**src/rtl/eco32f_registerfile_mp.sv**
```systemverilog
// Multi-read-port pipeline register file with EX/MEM forwarding and hazard detection.
// Forwarding is built only when ECO32F_RF_FORWARD_EN is defined; otherwise all RAW matches stall ID.
module eco32f_registerfile_mp #(
  parameter int unsigned NUM_RD     = 2,
  parameter int unsigned DATA_WIDTH = 32,
  parameter int unsigned ADDR_WIDTH = 5,
  parameter int unsigned ZERO_REG   = 1
) (
  input  logic                           clk,
  input  logic                           rst,
  input  logic                           id_stall,
  input  logic                           ex_stall,
  input  logic [NUM_RD-1:0]              id_rd_valid,
  input  logic [NUM_RD*ADDR_WIDTH-1:0]   id_rd_addr,
  input  logic [NUM_RD*ADDR_WIDTH-1:0]   ex_rd_addr,
  input  logic [ADDR_WIDTH-1:0]          ex_rf_r_addr,
  input  logic                           ex_rf_r_we,
  input  logic                           ex_rf_r_load,
  output logic [ADDR_WIDTH-1:0]          mem_rf_r_addr,
  output logic                           mem_rf_r_we,
  input  logic [DATA_WIDTH-1:0]          mem_alu_result,
  output logic [NUM_RD*DATA_WIDTH-1:0]   ex_rd_data,
  output logic                           id_hazard,
  input  logic [ADDR_WIDTH-1:0]          wb_rf_r_addr,
  input  logic                           wb_rf_r_we,
  input  logic [DATA_WIDTH-1:0]          wb_rf_r
);

  localparam int unsigned AW    = ADDR_WIDTH;
  localparam int unsigned DW    = DATA_WIDTH;
  localparam int unsigned DEPTH = 2 ** ADDR_WIDTH;

  logic [DW-1:0]              regs [DEPTH];
  logic [NUM_RD-1:0][DW-1:0]  rd_q;
  logic [NUM_RD-1:0][AW-1:0]  id_addr_c;
  logic [NUM_RD-1:0][AW-1:0]  ex_addr_c;
  logic [NUM_RD-1:0]          id_zero_c;
  logic [NUM_RD-1:0]          ex_zero_c;
  logic                       wb_en_c;
  logic                       mem_load;
  logic                       unused_c;

  // Unpack port addresses and flag hard-wired-zero reads
  always_comb begin
    id_addr_c = '0;
    ex_addr_c = '0;
    id_zero_c = '0;
    ex_zero_c = '0;
    for (int i = 0; i < NUM_RD; i++) begin
      id_addr_c[i] = id_rd_addr[i*AW +: AW];
      ex_addr_c[i] = ex_rd_addr[i*AW +: AW];
      id_zero_c[i] = (ZERO_REG != 0) && (id_addr_c[i] == '0);
      ex_zero_c[i] = (ZERO_REG != 0) && (ex_addr_c[i] == '0);
    end
  end

  assign wb_en_c = wb_rf_r_we && ((ZERO_REG == 0) || (wb_rf_r_addr != '0));

  // EX -> MEM destination pipeline
  always_ff @(posedge clk or posedge rst) begin
    if (rst) begin
      mem_rf_r_addr <= '0;
      mem_rf_r_we   <= 1'b0;
      mem_load      <= 1'b0;
    end else if (!ex_stall) begin
      mem_rf_r_addr <= ex_rf_r_addr;
      mem_rf_r_we   <= ex_rf_r_we;
      mem_load      <= ex_rf_r_load;
    end
  end

  // Storage array; contents deliberately not reset
  always_ff @(posedge clk) begin
    if (wb_en_c) begin
      regs[wb_rf_r_addr] <= wb_rf_r;
    end
  end

  // Registered read with write-through of the same-cycle write-back
  always_ff @(posedge clk) begin
    if (!id_stall) begin
      for (int i = 0; i < NUM_RD; i++) begin
        if (wb_en_c && (wb_rf_r_addr == id_addr_c[i])) begin
          rd_q[i] <= wb_rf_r;
        end else begin
          rd_q[i] <= regs[id_addr_c[i]];
        end
      end
    end
  end

`ifdef ECO32F_RF_FORWARD_EN
  logic [NUM_RD-1:0] fx_q;
  logic [NUM_RD-1:0] fm_q;

  // Forward flags resolved in ID, consumed in EX
  always_ff @(posedge clk or posedge rst) begin
    if (rst) begin
      fx_q <= '0;
      fm_q <= '0;
    end else if (!id_stall) begin
      for (int i = 0; i < NUM_RD; i++) begin
        fx_q[i] <= ex_rf_r_we && (ex_rf_r_addr == id_addr_c[i]) && !id_zero_c[i];
        fm_q[i] <= mem_rf_r_we && (mem_rf_r_addr == id_addr_c[i]) && !id_zero_c[i];
      end
    end
  end

  assign unused_c = mem_load;
`else
  assign unused_c = ^{mem_load, mem_alu_result};
`endif

  // Operand select: zero reg, then youngest producer, then array
  always_comb begin
    ex_rd_data = '0;
    for (int i = 0; i < NUM_RD; i++) begin
      if (ex_zero_c[i]) begin
        ex_rd_data[i*DW +: DW] = '0;
`ifdef ECO32F_RF_FORWARD_EN
      end else if (fx_q[i]) begin
        ex_rd_data[i*DW +: DW] = mem_alu_result;
      end else if (fm_q[i]) begin
        ex_rd_data[i*DW +: DW] = wb_rf_r;
`endif
      end else begin
        ex_rd_data[i*DW +: DW] = rd_q[i];
      end
    end
  end

  // Stall request: load-use with forwarding, any EX/MEM RAW without
  always_comb begin
    id_hazard = 1'b0;
    for (int i = 0; i < NUM_RD; i++) begin
      if (id_rd_valid[i] && !id_zero_c[i]) begin
`ifdef ECO32F_RF_FORWARD_EN
        if (ex_rf_r_we && ex_rf_r_load && (ex_rf_r_addr == id_addr_c[i])) begin
          id_hazard = 1'b1;
        end
`else
        if ((ex_rf_r_we && (ex_rf_r_addr == id_addr_c[i])) ||
            (mem_rf_r_we && (mem_rf_r_addr == id_addr_c[i]))) begin
          id_hazard = 1'b1;
        end
`endif
      end
    end
    if (rst) begin
      id_hazard = 1'b0;
    end
  end

endmodule

```
**config.mk**
```make
export PLATFORM = sky130hd
export DESIGN_NAME = eco32f_registerfile_mp
export DESIGN_NICKNAME = d
export VERILOG_FILES = /design/src/rtl/eco32f_registerfile_mp.sv
export SDC_FILE = /design/constraint.sdc
export NUM_CORES = 1
export LEC_CHECK = 0
export BUFFER_PORTS_ARGS = -buffer_cell sky130_fd_sc_hd__buf_2
export CAP_MARGIN = 30
export CELL_PAD_IN_SITES_DETAIL_PLACEMENT = 1
export CELL_PAD_IN_SITES_GLOBAL_PLACEMENT = 1
export CORE_MARGIN = 3
export CORE_UTILIZATION = 34
export DETAILED_ROUTE_END_ITERATION = 12
export PLACE_DENSITY_LB_ADDON = 0.1
export RECOVER_POWER = 100
export SLEW_MARGIN = 0
export SYNTH_ARGS = -nofsm -noshare
export SYNTH_HDL_FRONTEND = slang
export SYNTH_SLANG_ARGS = --single-unit
```
**constraint.sdc**
```tcl
create_clock -name clk -period 1.85 [get_ports clk]
set_input_delay 0.2775 -clock clk [delete_from_list [all_inputs] [get_ports clk]]
set_output_delay 0.2775 -clock clk [all_outputs]
set_load 0.005 [all_outputs]
```
Yosys cells after proc, flatten, opt, wreduce, memory -nomap -nowiden
Memory sizes are Yosys's and may differ from the RTL's. A register that Yosys moved wholly into a read port is not among the register bits.
Cells that the tools add are included.
Widths: inputs -> output; s select.
Cells by class
  reduce and logical (&&, ||, !) cells: 18
  multiplexer cells: 9
  equality and inequality tests: 4
Operators with widths (count)
  $mux 32: 2
  $eq 5x5->1: 4
  $logic_not 5->1: 4
  $logic_and 1x1->1: 7
  $mux 1: 7
  $reduce_bool 5->1: 1
  $logic_not 1->1: 4
  $logic_or 1x1->1: 2
Word-level totals
  output and inout port bits: 71
  bits of input ports: 103
  memories kept: 1
  logic and storage cells: 34
  register bits: 6
  bits in writable memories: 1024
Memories
  regs: depth 32, width 32, rd ports 2, clocked after Yosys merged registers in 2, wr ports 1, line 33  | logic [DW-1:0] regs [DEPTH];

Longest topological paths before layout
Gate-level depths: netlist of the first run.
  depth after elaboration: 8
  gate-level depth with buffers: 10

Least setup slack after synthesis of the first run
Ideal clock, no wire load.
  path kind: input port to flip-flop
  start: input wb_rf_r_addr[2]
  end: memory regs[12][0] in the netlist's numbering (enable)
  arrival: 2607 ps
  data required time: 1429 ps
  setup time: 421 ps
  buffers on the path: 2
  path slack: -1178 ps
  cell stages on the path: 6
  cells stage by stage: buf_2 -> or3_1 -> o31ai_4 -> or3_1 -> clkbuf_1 -> nor2_1
On the way
  longest elaborated chain between the ends: 4
Ends and longest elaborated chain
  start: declaration: line 24  | input logic [ADDR_WIDTH-1:0] wb_rf_r_addr,
  $reduce_bool 5->1: line 57  | assign wb_en_c = wb_rf_r_we && ((ZERO_REG == 0) || (wb_rf_r_addr != '0));
  $logic_and 1x1->1: line 57
  $mux 1: line 74  | if (wb_en_c) begin
  $mux 1 (implied by the code): line 75  | regs[wb_rf_r_addr] <= wb_rf_r;
  end: declaration: line 33
Several ways; a longest one is shown, not always the timed one.

Worst setup path in the final report of the first run
  start: register mem_rf_r_addr[1]
  end: output id_hazard
On the way
  longest elaborated chain between the ends: 8
  elaborated cells on any way between the ends: 11
Ends and longest elaborated chain
  start: declaration: line 19  | output logic [ADDR_WIDTH-1:0] mem_rf_r_addr,
  start signal: assignment: line 66  | mem_rf_r_addr <= ex_rf_r_addr;
  $eq 5x5->1: line 143  | (mem_rf_r_we && (mem_rf_r_addr == id_addr_c[i]))) begin
  $logic_and 1x1->1: line 143
  $logic_or 1x1->1: line 142  | if ((ex_rf_r_we && (ex_rf_r_addr == id_addr_c[i])) ||
  $mux 1: line 142
  $mux 1: line 136  | if (id_rd_valid[i] && !id_zero_c[i]) begin
  $mux 1: line 142
  $mux 1 *: line 136
  $mux 1 *: line 149  | if (rst) begin
  end: declaration: line 23  | output logic id_hazard,
Every way passes the cells marked *; elsewhere a longest branch is shown, timed or not.

==> flow_summary.ini, run 1 <==
[placed_design]
numPortBuffers = 140
dp_hpwl_um = 120000
dp.cells = 4819
gp_congestion = 0.803

[synth]
syn_inst = 2515
syn_avg_cell_area_um2 = 19.9
synthTopCellsByArea = edfxtp_1 65%, mux4_2 22%, o22ai_1 2.3%
yosysTopAreaCell = edfxtp_1
synthArstFlopShare_pct = 0.548
yosys_register_bits = 1094
synth-seq-area-share_pct = 65.5
ys_types = 45
synth_ff_type = edfxtp_1
synth_top_area_share_pct = 65.2
syn-cell-area_mm2 = 0.0501
yosysWarningCount = 0
synth-edff-count = 1088

[grt]
antenna_found_initial = 4
grt_pass1_wl_um = 258000
grt_max_degree = 39
first_global_vias = 32100
grt_use_total_pct = 24.3
gr-total-overflow = 0

[drt]
drc = 0
via_count = 30300
routed_wl_um = 185000
viasPerCell = 5.92
drt_iter0_drc = 3340
antenna_left = 0
wl_per_cell_um = 36.1
dr.pass1.iters = 5

[floorplan]
io_pins = 174
fp-row-count = 140
fp.dieArea_mm2 = 0.152
start_util_pct = 34.3
die_w_um = 390
die_y_um = 390
core_mm2 = 0.146

[clock_network]
clk_pin_slew_ns = 0.06
cts_sinks = 1094
cts_root_buffer = clkbuf_16
cts_tree = done
clock_latency_ns = 0.78
ctsHtreeMaxLevel = 4
cts.path.max_buffers = 3
cts_inserted_buffers = 131

[sta]
slew_headroom_pct = -39.3
period_minus_slack_ns = 2.50
worst_slack_ns = -0.653
tightest_slew_ns = 2.09
fmax_mhz = 400
fin_skew_ns = 0.0287
period_share_pct = 135
grt_setup_unrepaired = true
hold_violations = 0
setup_viol = 78
drv_slew = 158

[setup_path]
critPathCaptureType = output port
critical_path_required_ns = 1.57
critPathKind = reg -> out
start_kind = register
critPathLaunch = mem_rf_r_addr[1]
cpPeakStageDelay_ns = 0.40
cp_max_fo = 3
reg2reg_from = regs[15][12]
cp.buffers_inverters = 2
path_delay_family = flip-flops
cp_slowest_cell = dfrtp_2
crit_chain = clkbuf_1, xor2_1, nor4_1, nand3_1, a21oi_1, o21a_1, buf_2
crit_arrival_ns = 2.23

[flow_run]
drv_cap = 5

[power_and_ir_drop]
combPwrFrac_pct = 9.5
p_sw_mw = 13.8
irDropWorstVdd_mv = 0.935
power.internal_mw = 45.1
p_sw_share_pct = 23.4
p_leak_nw = 20.2
pwr-share-seq_pct = 47.8
clkPwrFrac_pct = 42.7
powerDensity_mw_per_mm2 = 954

[final_layout]
layout.cells.non_filler = 5115
nets = 3193
final_common_cell = edfxtp_1
area_growth_pct = 23.1
antennaDiodeCount = 0
final_cell_mix = 1088 x edfxtp_1, 488 x mux4_2, 213 x buf_4, 182 x o22ai_1, 138 x clkbuf_16
final-seq-area_mm2 = 0.0328
multiInputGateArea_mm2 = 0.0166
n_fill_cell = 13900
drive_gt1_share_pct = 41.0
fin_util_pct = 42.2

[outcome]
violations = capacitance limit, slew limit, setup timing
run_status = complete, but fails checks

[hold_path]
min_path_type = in -> reg
min-delay-start = id_rd_addr[4]
through the flow:
step	setup slack (ns)	instance area (um2)	power, mW	hold WS (ns)	setup TNS, ns
final	-0.653	61700	58.8	0.293	-6.31
after global routing	-0.800	61700	60.9	0.312	-10.85
after CTS	-0.655	62700	59.5	0.00651	-3.89
after detailed placement	-0.640	57900	34.1	0.220	-76.09
after global placement	-0.638	57900	34.0	0.204	-68.63
after floorplan	-0.262	50900	31.5	0.0768	-181.26
state kept, by name, indices dropped and copies added (netlist names):
signal	flops
mem_rf_r_we	1
rd_q	64
mem_rf_r_addr	5
regs	1024
Yosys cell counts (32+ instances only):
cell	instances
buf_2	59
clkbuf_1	79
edfxtp_1	1088
mux2_2	56
mux2i_1	55
mux4_2	488
nand2_1	71
nor2_1	40
nor2b_1	66
o21ai_1	32
o22ai_1	188
or4_1	38
timing repair:
action / in CTS / in global routing
resized for setup: 27 / 48
setup endpoints to repair: 53 / 76
cloned: 3 / 1
hold buffers: 40 / 0
buffers inserted: 7 / 7
pin swaps: 7 / 10
endpoints found under the hold margin: 568 / 0
cells by family after synthesis:
kind of cell              Yosys count  synth area share [%]
other                               1               0.00748
buffers and inverters             206                  2.40
DFF                              1094                  65.5
xor gates and xnor gates           30                 0.539
and+or+nand+nor                   262                  2.88
AOI/OAI and AO/OA                 323                  4.39
muxes                             599                  24.3
worst register-to-register path, cell delays in order, from the launching register on:
cell and delay (ns):
edfxtp_1 0.41, mux4_2 0.49, a22o_1 0.27, a2111oi_2 0.32, o31ai_1 0.11
metal layers:
layer,wire [um],vias up,track usage [%],part of all wire (%)
li1,-,12100,-,-
met1,80900,16700,34.9,44
met2,88900,1210,39.1,48
met3,10800,238,3.21,5.9
met4,4140,0,6.30,2.2
met5,0,-,0,0
final cells by class:
type	count	area share (%)
sequential	1094	53.2
inverter	3	0.0203
clock inverter	70	0.951
timing repair buffer	614	9.21
multi-input combinational	1246	27.0
tap	1917	3.89
clock buffer	171	5.76
path summary, 6_finish.rpt:
kind	slack [ns]	cells past startpoint	endpoint
max in group asynchronous	1.01	4	mem_rf_r_addr[1]
min reg2reg	0.92	3	rd_q[26]
max	-0.65	7	id_hazard
min	0.29	4	rd_q[4]
min in group asynchronous	0.59	4	mem_rf_r_addr[0]
max reg2reg	0.01	4	rd_q[12]
power groups by stage:
stage          clock network (mW)  logic [mW]  registers (mW)
6_report                     25.1        5.59            28.1
5_1_grt                      26.8        5.93            28.1
4_1_cts                      25.7        5.70            28.1
3_5_place_dp                    0        5.55            28.6
3_3_place_gp                    0        5.47            28.6
2_1_floorplan                   0        3.04            28.5
No activity file was read; power rests on OpenSTA's default activity.
==> run 2, diff against run 1 <==
Clock period 1.85 ns to 2.4 ns, I/O delays scaled along.
==> run 2 against run 1 <==
Largest power group unchanged. Sequential power fell by 23%. Global-route usage decreased by 1.1 points. Non-clock buffer count decreased by 157. Design area fell by 3.5%. First-iteration DRC count decreased by 10%. Via count down 3.2%. Critical path depth fell by 1. Largest cell class unchanged. Sequential cell count is the same. The flow still finishes with violations (capacitance limit, slew limit, setup timing).
==> flow_summary.ini, run 2 (synthesis gave the netlist of run 1 again) <==
[outcome]
run_status = complete, but fails checks
violations = capacitance limit, slew limit, setup timing

[sta]
fin_skew_ns = 0.0273
grt_setup_unrepaired = true
hold_violations = 0
fmax_mhz = 390
tightest_slew_ns = 1.62
whs_ns = 0.121
period_share_pct = 107
setup_viol = 53
slew_headroom_pct = -8.62
worst_slack_ns = -0.165
period_minus_slack_ns = 2.56
drv_slew = 140

[placed_design]
gp_congestion = 0.794
numPortBuffers = 140
placed_area_mm2 = 0.0564
dp_hpwl_um = 112000
dp.cells = 4701

[grt]
grt_pass1_wl_um = 248000
antenna_found_initial = 8
first_global_vias = 32000
grt.busiest_layer = met2
use_met2_pct = 37.7
use_met3_pct = 4.00
grt_max_degree = 35
use_met1_pct = 32.4
grt_use_total_pct = 23.2
gr-total-overflow = 0

[clock_network]
cts.path.max_buffers = 3
clk_pin_slew_ns = 0.06
cts_inserted_buffers = 132
cts_root_buffer = clkbuf_16
cts_tree = done
ctsHtreeMaxLevel = 4
cts_sinks = 1094
clock_latency_ns = 0.77

[floorplan]
io_pins = 174
core_mm2 = 0.146
die_w_um = 390
start_util_pct = 34.3
die_y_um = 390
fp.dieArea_mm2 = 0.152
fp-row-count = 140

[final_layout]
fin_util_pct = 40.8
layout.cells.non_filler = 4954
fin_area_mm2 = 0.0595
top_register = regs
area_growth_pct = 18.8
final_common_cell = edfxtp_1
n_fill_cell = 14000
reg_top3 = regs: 1024 flops, rd_q: 64 flops, mem_rf_r_addr: 5 flops
drive_gt1_share_pct = 37.6
nets = 3037
final_cell_mix = 1088 x edfxtp_1, 488 x mux4_2, 188 x o22ai_1, 135 x clkbuf_16, 135 x buf_4
largest_reg_flops = 1024

[power_and_ir_drop]
pwr-share-seq_pct = 48.3
p_sw_share_pct = 23.2
irDropWorstVdd_mv = 0.487
powerDensity_mw_per_mm2 = 752
p_leak_nw = 19.1
p_sw_mw = 10.4
clkPwrFrac_pct = 42.9
combPwrFrac_pct = 8.8
power.internal_mw = 34.4

[setup_path]
crit_cells = 6
worstSetupEndpoint = id_hazard
cp_slowest_cell = dfrtp_2
path_delay_family = flip-flops
critical_path_required_ns = 2.04
r2r_setup_slack_ns = 0.17
critPathCaptureType = output port
worstReg2RegEnd = rd_q[2]
start_kind = register
crit_arrival_ns = 2.20
cp_max_fo = 4
reg2reg_from = regs[10][2]
cpPeakStageDelay_ns = 0.44
critPathKind = reg -> out
crit_chain = xor2_1, nor4_2, nand3_1, a21oi_1, o21a_1, buf_2
cp.buffers_inverters = 1
r2r_cells = 5
critPathLaunch = mem_rf_r_addr[1]

[drt]
drt_iter0_drc = 3001
via_count = 29300
routed_wl_um = 177000
antenna_left = 0
dr.pass1.iters = 5
wl_per_cell_um = 35.7
drc = 0
viasPerCell = 5.92

[hold_path]
min_path_type = in -> async

[flow_run]
drv_cap = 6
run 2: changes by cell type in the layout (fill, tap and decap cells not counted), sizes merged:
cell,delta
dlygate4sd3,-27
clkbuf,-16
clkinv,-4
diode,+3
inv,+1
clkinvlp,-5
buf,-113
run 2: repair_timing:
item,CTS,global route
buffers inserted,2,1
resized for setup,3,1
pin swaps,2,4
hold buffers,13,0
endpoints found under the setup margin,1,1
hold endpoints to repair,12,0
run 2: metrics by stage:
stage / setup TNS (ns) / power, mW / setup slack, ns
6_report: -3.60 / 44.8 / -0.165
5_1_grt: -6.66 / 46.3 / -0.278
4_1_cts: -0.190 / 45.4 / -0.190
3_5_place_dp: -1.60 / 26.1 / -0.347
3_3_place_gp: -2.01 / 26.0 / -0.450
2_1_floorplan: -292.60 / 24.2 / -0.445
run 2: power by group through the flow:
stage | clock network, mW | logic [mW] | registers [mW]
after floorplan | 0 | 2.22 | 21.9
after global placement | 0 | 3.97 | 22.0
after detailed placement | 0 | 4.03 | 22.0
after CTS | 19.7 | 4.08 | 21.6
after global routing | 20.5 | 4.21 | 21.7
final | 19.2 | 3.94 | 21.7
run 2: worst min path at each step:
| stage | to | depth (start not counted) |
|---|---|---|
| detailed placement | mem_rf_r_addr[4] | 2 |
| global route | mem_rf_r_we | 3 |
| global placement | mem_rf_r_addr[4] | 2 |
| CTS | regs[28][13] | 1 |
| floorplan | mem_rf_r_addr[0] | 1 |
| finish | mem_rf_r_we | 3 |
run 2: cell type report:
class | instances | area [um2] | area share (%)
clock buffer | 172 | 3520 | 5.91
antenna | 3 | 7.51 | 0.0126
clock inverter | 62 | 557 | 0.935
inverter | 3 | 12.5 | 0.0210
multi-input combinational | 1246 | 16300 | 27.3
tap | 1917 | 2400 | 4.03
sequential | 1094 | 32800 | 55.1
timing repair buffer | 457 | 3940 | 6.62
run 2: per-layer routing:
| layer | up-vias | wire [um] |
|---|---|---|
| li1 | 11800 | - |
| met1 | 16200 | 76500 |
| met2 | 1110 | 84300 |
| met3 | 274 | 10900 |
| met4 | 2 | 4990 |
| met5 | - | 13 |
run 2: worst min-delay path: cells and delay by family:
kind	cells	cell delay (ns)
buffers and inverters	3	0.92
